**src/rtl/multicycle_control.sv**
```systemverilog
// Purpose : Moore-style main controller for a multicycle MIPS-subset datapath
//           (lw, sw, R-type, beq, addi, j); steps the datapath one phase per cycle.
// Latency : FETCH-to-FETCH is lw 5, sw/R-type/addi 4, beq/j 3, unknown opcode 2 cycles.
// Backpressure: none; the controller advances every cycle and never stalls.
//
// Ports:
//   clock, reset_n        single rising-edge clock, synchronous active-low reset
//   opcode, funct         instr[31:26] / instr[5:0] from the instruction register
//   zero                  ALU zero flag, only consulted while in BEQ
//   sig_*                 datapath mux selects and write strobes
//   pc_en                 PC load = pc write OR (branch AND zero)
//   alu_control           3-bit ALU operation decoded from ALUOp and funct
//   state                 current FSM state, for debug
module multicycle_control (
  input  logic       clock,
  input  logic       reset_n,
  input  logic [5:0] opcode,
  input  logic [5:0] funct,
  input  logic       zero,
  output logic       sig_RegWrite,
  output logic       sig_MemWrite,
  output logic       sig_IRWrite,
  output logic       sig_IorD,
  output logic       sig_MemtoReg,
  output logic       sig_RegDst,
  output logic       sig_ALUSrcA,
  output logic [1:0] sig_ALUSrcB,
  output logic [1:0] sig_PCSrc,
  output logic       pc_en,
  output logic [2:0] alu_control,
  output logic [3:0] state
);

  typedef enum logic [3:0] {
    S_FETCH  = 4'd0,
    S_DECODE = 4'd1,
    S_MEMADR = 4'd2,
    S_MEMRD  = 4'd3,
    S_MEMWB  = 4'd4,
    S_MEMWR  = 4'd5,
    S_EXEC   = 4'd6,
    S_ALUWB  = 4'd7,
    S_BEQ    = 4'd8,
    S_ADDIEX = 4'd9,
    S_ADDIWB = 4'd10,
    S_JUMP   = 4'd11
  } state_t;

  // Per-state control word, registered alongside the state.
  typedef struct packed {
    logic       reg_write;
    logic       mem_write;
    logic       ir_write;
    logic       iord;
    logic       mem_to_reg;
    logic       reg_dst;
    logic       alu_src_a;
    logic [1:0] alu_src_b;
    logic [1:0] pc_src;
    logic [1:0] alu_op;
    logic       pc_write;
    logic       branch;
  } ctrl_t;

  localparam logic [5:0] OP_RTYPE = 6'b000000;
  localparam logic [5:0] OP_LW    = 6'b100011;
  localparam logic [5:0] OP_SW    = 6'b101011;
  localparam logic [5:0] OP_BEQ   = 6'b000100;
  localparam logic [5:0] OP_ADDI  = 6'b001000;
  localparam logic [5:0] OP_J     = 6'b000010;

  localparam logic [5:0] FN_ADD = 6'b100000;
  localparam logic [5:0] FN_SUB = 6'b100010;
  localparam logic [5:0] FN_AND = 6'b100100;
  localparam logic [5:0] FN_OR  = 6'b100101;
  localparam logic [5:0] FN_SLT = 6'b101010;

  localparam logic [2:0] ALU_ADD = 3'b010;
  localparam logic [2:0] ALU_SUB = 3'b110;
  localparam logic [2:0] ALU_AND = 3'b000;
  localparam logic [2:0] ALU_OR  = 3'b001;
  localparam logic [2:0] ALU_SLT = 3'b111;

  state_t state_q;
  state_t state_nxt;
  ctrl_t  ctrl_q;

  // Control word for a given state; unused encodings 12-15 drive all zeros.
  function automatic ctrl_t decode_ctrl(input state_t s);
    ctrl_t c;
    c = '0;
    case (s)
      S_FETCH: begin
        c.ir_write  = 1'b1;
        c.pc_write  = 1'b1;
        c.alu_src_b = 2'b01;
        c.alu_op    = 2'b00;
      end
      S_DECODE: begin
        c.alu_src_b = 2'b11;
        c.alu_op    = 2'b00;
      end
      S_MEMADR, S_ADDIEX: begin
        c.alu_src_a = 1'b1;
        c.alu_src_b = 2'b10;
        c.alu_op    = 2'b00;
      end
      S_MEMRD: begin
        c.iord = 1'b1;
      end
      S_MEMWB: begin
        c.mem_to_reg = 1'b1;
        c.reg_write  = 1'b1;
      end
      S_MEMWR: begin
        c.iord      = 1'b1;
        c.mem_write = 1'b1;
      end
      S_EXEC: begin
        c.alu_src_a = 1'b1;
        c.alu_op    = 2'b10;
      end
      S_ALUWB: begin
        c.reg_dst   = 1'b1;
        c.reg_write = 1'b1;
      end
      S_ADDIWB: begin
        c.reg_write = 1'b1;
      end
      S_BEQ: begin
        c.alu_src_a = 1'b1;
        c.alu_op    = 2'b01;
        c.pc_src    = 2'b01;
        c.branch    = 1'b1;
      end
      S_JUMP: begin
        c.pc_src   = 2'b10;
        c.pc_write = 1'b1;
      end
      default: c = '0;
    endcase
    return c;
  endfunction

  // Next-state decode. Opcode is only consulted in DECODE and MEMADR; the
  // instruction register holds it stable for the whole instruction.
  always_comb begin
    state_nxt = S_FETCH;
    case (state_q)
      S_FETCH:  state_nxt = S_DECODE;
      S_DECODE: begin
        case (opcode)
          OP_LW, OP_SW: state_nxt = S_MEMADR;
          OP_RTYPE:     state_nxt = S_EXEC;
          OP_BEQ:       state_nxt = S_BEQ;
          OP_ADDI:      state_nxt = S_ADDIEX;
          OP_J:         state_nxt = S_JUMP;
          default:      state_nxt = S_FETCH;
        endcase
      end
      S_MEMADR: state_nxt = (opcode == OP_SW) ? S_MEMWR : S_MEMRD;
      S_MEMRD:  state_nxt = S_MEMWB;
      S_EXEC:   state_nxt = S_ALUWB;
      S_ADDIEX: state_nxt = S_ADDIWB;
      default:  state_nxt = S_FETCH;
    endcase
  end

  // The control word is registered from the same next-state value as the
  // state itself, so it is always exactly decode_ctrl(state_q): a Moore
  // output with no decode logic between the flops and the pins.
  always_ff @(posedge clock) begin
    if (!reset_n) begin
      state_q <= S_FETCH;
      ctrl_q  <= decode_ctrl(S_FETCH);
    end else begin
      state_q <= state_nxt;
      ctrl_q  <= decode_ctrl(state_nxt);
    end
  end

  // ALU decoder: ALUOp 10 defers to funct, ALUOp 11 is unused and adds.
  always_comb begin
    alu_control = ALU_ADD;
    case (ctrl_q.alu_op)
      2'b00: alu_control = ALU_ADD;
      2'b01: alu_control = ALU_SUB;
      2'b10: begin
        case (funct)
          FN_ADD:  alu_control = ALU_ADD;
          FN_SUB:  alu_control = ALU_SUB;
          FN_AND:  alu_control = ALU_AND;
          FN_OR:   alu_control = ALU_OR;
          FN_SLT:  alu_control = ALU_SLT;
          default: alu_control = ALU_ADD;
        endcase
      end
      default: alu_control = ALU_ADD;
    endcase
  end

  // Write strobes are qualified by reset_n so that nothing commits in a
  // cycle where reset is being sampled, even though the state register
  // only clears on the edge.
  assign sig_RegWrite = ctrl_q.reg_write & reset_n;
  assign sig_MemWrite = ctrl_q.mem_write & reset_n;
  assign sig_IRWrite  = ctrl_q.ir_write  & reset_n;
  assign pc_en        = (ctrl_q.pc_write | (ctrl_q.branch & zero)) & reset_n;

  assign sig_IorD     = ctrl_q.iord;
  assign sig_MemtoReg = ctrl_q.mem_to_reg;
  assign sig_RegDst   = ctrl_q.reg_dst;
  assign sig_ALUSrcA  = ctrl_q.alu_src_a;
  assign sig_ALUSrcB  = ctrl_q.alu_src_b;
  assign sig_PCSrc    = ctrl_q.pc_src;
  assign state        = state_q;

endmodule

```
**config.mk**
```make
export PLATFORM = sky130hd
export DESIGN_NAME = multicycle_control
export DESIGN_NICKNAME = d
export VERILOG_FILES = /design/src/rtl/multicycle_control.sv
export SDC_FILE = /design/constraint.sdc
export NUM_CORES = 1
export LEC_CHECK = 0
export CORE_MARGIN = 5
export CORE_UTILIZATION = 46
export DETAILED_ROUTE_END_ITERATION = 8
export PLACE_DENSITY = 0.94
export SLEW_MARGIN = 20
export SYNTH_ARGS = -nofsm -noshare
export SYNTH_HDL_FRONTEND = slang
export SYNTH_SLANG_ARGS = --single-unit
```
**constraint.sdc**
```tcl
create_clock -name clock -period 3.44 [get_ports clock]
set_input_delay 0.516 -clock clock [delete_from_list [all_inputs] [get_ports clock]]
set_output_delay 0.516 -clock clock [all_outputs]
set_load 0.01 [all_outputs]
```
Word level (Yosys, flattened, before mapping):

Cells that the tools add are included.
W data, S select, Z words.

* word-level logic and storage cells: 72
* register bits after elaboration: 19

* reductions and logical operators: 9
* equality and inequality tests: 27
* multiplexer cells: 17
* bitwise operators: 6

Operators by type and width (number)
* $eq A6 B6 Y1 const B: 6
* $pmux W4 S6: 1
* $eq A4 B3 Y1 const B: 5
* $eq A4 B4 Y1 const B: 5
* $pmux W4 S5: 1
* $eq A4 B2 Y1 const B: 4
* $pmux W3 S4: 1
* $mux W1: 9
* $eq A4 B1 Y1 const B: 2
* $logic_not A4 Y1: 2
* $pmux W2 S2: 2
* $reduce_or A2 Y1: 4
* $eq A6 B2 Y1 const B: 1
* $eq A6 B3 Y1 const B: 1
* $eq A6 B4 Y1 const B: 1
* $logic_not A6 Y1: 1
* $pmux W2 S3: 1
* $pmux W3 S2: 1
* $and A1 B1 Y1: 5
* $reduce_or A4 Y1: 1
* $mux W3: 1
* $reduce_or A3 Y1: 1
* $eq A2 B1 Y1 const B: 1
* $eq A2 B2 Y1 const B: 1
* $or A1 B1 Y1: 1

Depth between registers and ports, before layout:

Gate-level depths: netlist of run 1.

* depth after elaboration: 7
* depth in mapped cells: 6

Worst setup path after synthesis of run 1:

Ideal clock, no wire load.

* path kind: input-to-reg
* from: input port opcode[0]
* to: register ctrl_q, in the netlist sig_ALUSrcB[1]
* library setup time: 120 ps
* path slack: 1466 ps
* cell stages on the path: 5
* arrival: 1854 ps
* path through: or4_4 > o31ai_4 > and3_4 > nor4_2 > o31a_1

* word-level cells in the longest chain between the ends: 7
* elaborated cells between the ends (all ways): 16
* those cells by class: 8 x eq/ne; 4 x mux; 4 x reduce/logical

RTL lines
* from (decl): line 17 `input logic [5:0] opcode,`
* $eq A6 B6 Y1, on equally long branches: line 152, 161
* $reduce_or A2 Y1: line 152 `case (opcode)`
* $pmux W4 S5: line 152
* $pmux W4 S6 (*): line 149 `case (state_q)`
* $eq A4 B2 Y1 / $eq A4 B4 Y1 (equally long branches): line 92 `case (s)`
* $reduce_or A2 Y1: line 92
* $pmux W2 S3 (*): line 92
* to (signal assigned): line 175 `ctrl_q <= decode_ctrl(S_FETCH);`
* to (signal assigned): line 178 `ctrl_q <= decode_ctrl(state_nxt);`
* to (decl): line 86 `ctrl_t ctrl_q;`

Every way passes the cells marked *; elsewhere a longest branch is shown, timed or not.
A chain may end at the register's enable or synchronous reset.

Worst setup path in the final report of run 1:

* from: input port funct[4]
* to: output port alu_control[0]

* word-level cells in the longest chain between the ends: 3
* elaborated cells between the ends (all ways): 6
* those cells by class: 4 x eq/ne; 2 x mux

RTL lines
* from (decl): line 18 `input logic [5:0] funct,`
* $eq A6 B6 Y1: line 189 `case (funct)`
* $pmux W3 S4 (*): line 189
* $pmux W3 S2 (*): line 185 `case (ctrl_q.alu_op)`
* to (decl): line 30 `output logic [2:0] alu_control,`

Marks and branches as above.

==> impl_metrics.toml, run 1 <==
[status]
outcome = "finished clean"

[worst_setup_path]
required_ps = 2920
crit_path_start_kind = "input pin"
cp_slowest_stage_delay_ps = 530
critPathKind = "in -> out"
reg2regPathDepth = 5
cp_max_fo = 2
slowest_stage = "clkdlybuf4s50_1"
r2r_slack_ps = 1570
timing.rr.start = "state[1]$_SDFF_PN0_"
crit_chain = "clkdlybuf4s50_1 -> nand2b_1 -> nor4b_1 -> a32o_1 -> clkdlybuf4s50_1"
r2r-end = "sig_ALUSrcB[1]$_SDFF_PN0_"
crit_top_cell = "clkdlybuf4s50_1"
cp-end-kind = "output port"
cp.arrival_ps = 2150

[global_route]
use_met1 = 0.154
antenna_found_initial = 0
grt_max_degree = 15
grtUsageMet3 = 0.0327
grt_use_total = 0.164
grt_use_met2 = 0.307
grt.overflow.total = 0
grt-busiest-layer = "met2"
grt_pass1_wl_mm = 3.48
grt_pass1_vias = 898

[floorplanning]
initial_core_util = 0.472
die_w_microns = 54.4
num_rows = 16
pin_count = 34
die_h_microns = 54.4
core_sq_mm = 0.00192
die_area_sq_mm = 0.00296

[power_and_ir_drop]
powerDensity_mw_per_mm2 = 299
power.leakage_nw = 0.457
p_clk_frac = 0.271
p_sw_frac = 0.249
pwr-share-seq = 0.547
ir_worst_vdd_mv = 0.185
combPwrFrac = 0.182
p_switching_mw = 0.0944
internal-power_mw = 0.284

[timing]
skew_ps = 5.40
fin_ws_ps = 770
finalCritPeriodShare = 0.776
slew_headroom = 0.696
rsz0062_at_grt = "false"
drv_slew = 0
finalHoldViolations = 0
max_freq_mhz = 375
final.min_clock_period_ps = 2670
hold_ws_ps = 680
worstMarginPinSlew_ps = 453
fin_tns_setup_ps = 0
finalSetupViolCount = 0

[logic_synthesis]
ys_top_cells_by_count = "dfxtp_1 (17), nand2_1 (9), inv_1 (8), nor2_1 (8)"
synthTopCellsByArea = "dfxtp_1 (38%), nand2_1 (3.7%), and2_1 (3.4%)"
ys_seq_area_frac = 0.375
ys_warn_count = 0
synth-seq-cells = 17
synth_most_common_cell = "dfxtp_1"
synth_edf_count = 0
synth_ff_type = "dfxtp_1"
synth_area_sq_um = 907
synth-async-reset-ratio = 0
synth_top_area_share = 0.375
synth_top_cell_by_area = "dfxtp_1"
synth_nets = 119
synthCells = 102
synthDistinctLibCells = 39
syn_avg_cell_area_sq_um = 8.89

[routing]
avgViaCountPerCell = 5.40
dr.pass1.iters = 4
drt_iter0_drc = 11
wl_mm = 2.11
drt.antenna.violating_nets = 0
routedWlPerCell_microns = 13.1
drcViolationCount = 0
vias = 869

[clocking]
cts_tree = "done"
numCtsBuffers = 3
cts_sinks = 17
cts.clk_slew.worst_paths_ps = 90
cts_resized = 0
clk_latency_ps = 290
root_buffer = "clkbuf_4"
clockBufferDepth = 2
ctsHtreeMaxLevel = 1
cts_hold_buf = 0
post_cts_buffers = 0

[min_path]
worstHoldEndpoint = "ctrl_q[14]$_SDFF_PN0_"
hp-class = "reg -> reg"
min_delay_path_depth = 2
holdCritStartpoint = "state[3]$_SDFF_PN0_"

[placement]
dp_hpwl_mm = 1.72
port_buffers = 33
place_congestion = 0.830
place_ws_ps = 794

[layout]
fillers = 163
finish.net_count = 152
drive_gt1_frac = 0.0896
multiInputGateArea_sq_um = 503
ff_latch_area_sq_um = 340
diodes = 0
syn2layout_area_growth_pct = 39.4

[flow_run]
maxCapViolCount = 0
## metrics by stage
stage                     instances  area, sq um  total power [mW]  utilization
after floorplan                 102          907             0.246            -
after global placement          157         1240             0.278        0.644
after detailed placement        157         1240             0.281        0.644
after CTS                       161         1260             0.381        0.658
after global routing            161         1260             0.395        0.658
final                           161         1260             0.379        0.658
## flip-flops by register name (all words and copies together), names as in the netlist
name / cells
sig_RegDst: 1
state: 4
sig_IorD: 1
sig_PCSrc: 1
sig_ALUSrcB: 2
sig_MemtoReg: 1
sig_ALUSrcA: 1
ctrl_q: 6
## placed cells by master, fill, tap and decap left out, types with 2 or more instances in the layout
cell,n
clkdlybuf4s50_1,33
nand3_1,2
nor3_1,5
nor2_1,8
nor4_1,3
a31oi_1,2
and2_1,5
inv_1,8
nand2b_1,4
dfxtp_1,17
nand2_1,9
clkbuf_4,3
o211ai_1,2
o21ai_0,5
ha_1,2
and3_4,2
## layout make-up
class,instances,area share
clock buffers,3,0.0178
clock inverters,1,0.00396
inverters,8,0.0237
multi-input cells,72,0.398
flip-flops and latches,17,0.269
well taps,27,0.0267
repair buffers,33,0.261
## power by group through the flow
stage	logic [mW]	registers, mW	clock network [mW]
2_1_floorplan	0.0342	0.212	0
3_3_place_gp	0.0661	0.212	0
3_5_place_dp	0.0689	0.212	0
4_1_cts	0.0691	0.207	0.105
5_1_grt	0.0747	0.208	0.112
6_report	0.0687	0.207	0.103
## critical path, delay by kind of cell
| kind | cells | cell delay, ps |
|---|---|---|
| compound gates | 1 | 220 |
| buf+inv | 2 | 930 |
| simple gates | 2 | 490 |
## cells by family (layout without fill, tap and decap cells)
kind of cell | Yosys count | in the layout | synth area share
AOI/OAI and AO/OA | 22 | 22 | 0.211
DFF | 17 | 17 | 0.375
and+or+nand+nor | 46 | 46 | 0.297
buffers and inverters | 13 | 45 | 0.0703
adders and majority gates | 2 | 2 | 0.0276
xor gates and xnor gates | 2 | 2 | 0.0193
## layer usage
layer | up-vias | wire, microns
met5 | - | 0
met4 | 0 | 51
met3 | 5 | 185
met2 | 37 | 1080
met1 | 402 | 796
li1 | 425 | -
## how the worst max path moves through the flow
stage	startpoint	to	slack, ps	cells after the start
after floorplan	opcode[0]	sig_ALUSrcB[1]$_SDFF_PN0_	1470	5
after global placement	funct[0]	alu_control[0]	840	5
after detailed placement	funct[1]	alu_control[2]	790	6
after CTS	funct[4]	alu_control[0]	780	5
after global routing	funct[0]	alu_control[2]	680	6
final	funct[4]	alu_control[0]	770	5
Note: power is estimated with default switching activity, not from simulation.
==> run 2, diff against run 1 <==
--- a/config.mk
+++ b/config.mk
@@ -6,9 +6,9 @@
 export NUM_CORES = 1
 export LEC_CHECK = 0
 export CORE_MARGIN = 5
-export CORE_UTILIZATION = 46
+export CORE_UTILIZATION = 43
 export DETAILED_ROUTE_END_ITERATION = 8
-export PLACE_DENSITY = 0.94
+export PLACE_DENSITY = 0.89
 export SLEW_MARGIN = 20
 export SYNTH_ARGS = -nofsm -noshare
 export SYNTH_HDL_FRONTEND = slang
==> constraint.sdc (replaced) <==
create_clock -name clock -period 2.6 [get_ports clock]
set_input_delay 0.39 -clock clock [delete_from_list [all_inputs] [get_ports clock]]
set_output_delay 0.39 -clock clock [all_outputs]
set_load 0.01 [all_outputs]
==> impl_metrics.toml, run 2 (synthesized netlist as in run 1, its figures left out) <==
[layout]
diodes = 0
finish.net_count = 154
final_common_cell = "clkdlybuf4s50_1"
largest_reg_flops = 6
max_flop_register = "ctrl_q"
drive_gt1_frac = 0.0956
layout_common_cells = "clkdlybuf4s50_1 (33), dfxtp_1 (17), nand2_1 (9)"
syn2layout_area_growth_pct = 41.0
final_cell_area_sq_mm = 0.00128

[clocking]
numCtsBuffers = 3
clk_latency_ps = 290
ctsHtreeMaxLevel = 1
cts_sinks = 17
cts_tree = "done"
root_buffer = "clkbuf_4"
cts.clk_slew.worst_paths_ps = 90
cts_resized = 0
post_cts_buffers = 0
cts_hold_buf = 0
clockBufferDepth = 2

[worst_setup_path]
cp_max_fo = 2
crit_path_start_kind = "input pin"
cp-end-kind = "output port"
required_ps = 2210
cp.arrival_ps = 2070
critPathKind = "in -> out"

[floorplanning]
die_h_microns = 55.9
die_area_sq_mm = 0.00313
pin_count = 34
initial_core_util = 0.458
num_rows = 16
die_w_microns = 55.9
core_sq_mm = 0.00198

[global_route]
grt.overflow.total = 0
antenna_found_initial = 0
grt_pass1_wl_mm = 3.59
grt_max_degree = 11
grt_pass1_vias = 811
grt_use_total = 0.141

[routing]
dr.pass1.iters = 4
avgViaCountPerCell = 5.15
vias = 839
routedWlPerCell_microns = 12.9
wl_mm = 2.11
drcViolationCount = 0
drt.antenna.violating_nets = 0
drt_iter0_drc = 12

[placement]
place_congestion = 0.855
placed_cell_area_sq_mm = 0.00125
port_buffers = 33
dp_hpwl_mm = 1.69

[power_and_ir_drop]
power.leakage_nw = 0.464
powerDensity_mw_per_mm2 = 393
ir_worst_vdd_mv = 0.259

[timing]
slew_headroom = 0.684
finalHoldViolations = 0
drv_slew = 0
rsz0062_at_grt = "false"
final.min_clock_period_ps = 2460
skew_ps = 8.31
finalCritPeriodShare = 0.948
max_freq_mhz = 406
finalSetupViolCount = 0
worstMarginPinSlew_ps = 473
fin_tns_setup_ps = 0

[flow_run]
maxCapViolCount = 0

[status]
outcome = "finished clean"

[min_path]
hp-class = "reg -> reg"
run 2: cell types whose count changed in the layout (fill, tap and decap cells not counted), sizes merged:
cell and delta:
clkbuf +1, buf +2, clkinv -1
run 2: power breakdown:
group | switching, mW | internal, mW
Clock | 0.0745 | 0.0596
Combinational | 0.0406 | 0.0532
Sequential | 0.00662 | 0.268
run 2: final cells by class:
type                    count  area (sq um)
fillers                   162           703
inverters                   8          30.0
repair buffers             35           345
flip-flops and latches     17           340
clock buffers               4          26.3
multi-input cells          72           503
well taps                  27          33.8
run 2: worst paths after layout:
kind | start | endpoint | slack (ps) | depth (start not counted)
worst max-delay path | funct[4] | alu_control[0] | 140 | 5
worst min-delay path | state[3]$_SDFF_PN0_ | ctrl_q[14]$_SDFF_PN0_ | 690 | 2
worst max register to register | state[1]$_SDFF_PN0_ | sig_IorD$_SDFF_PN0_ | 720 | 5
worst min register to register | state[3]$_SDFF_PN0_ | ctrl_q[14]$_SDFF_PN0_ | 690 | 2
run 2: per-stage QoR:
step / util / hold slack, ps / setup WS, ps / total power [mW] / instances
6_report: 0.645 / 690 / 136 / 0.502 / 163
2_1_floorplan: - / 528 / 752 / 0.325 / 102
4_1_cts: 0.645 / 673 / 116 / 0.503 / 163
3_3_place_gp: 0.632 / 642 / 234 / 0.370 / 159
5_1_grt: 0.645 / 724 / 7.35 / 0.529 / 163
3_5_place_dp: 0.632 / 652 / 121 / 0.374 / 159
run 2: critical path, stage by stage:
cell and delay, ps:
clkdlybuf4s50_1 390, nand2b_1 170, nor4b_1 370, a32o_1 220
clkdlybuf4s50_1 530
run 2: per-layer routing:
| layer | wire (microns) | up-vias | track usage |
|---|---|---|---|
| met4 | 57 | 0 | 0.0915 |
| met3 | 150 | 5 | 0.0348 |
| met1 | 895 | 375 | 0.155 |
| met2 | 1010 | 31 | 0.242 |
| li1 | - | 428 | - |
| met5 | 0 | - | 0 |
==> run 3, diff against run 2 <==
--- a/config.mk
+++ b/config.mk
@@ -5,6 +5,7 @@
 export SDC_FILE = /design/constraint.sdc
 export NUM_CORES = 1
 export LEC_CHECK = 0
+export ABC_CLOCK_PERIOD_IN_PS = 2600
 export CORE_MARGIN = 5
 export CORE_UTILIZATION = 43
 export DETAILED_ROUTE_END_ITERATION = 8
==> results of run 3 <==
Final layout, timing and power as in run 2 (identical DEF).
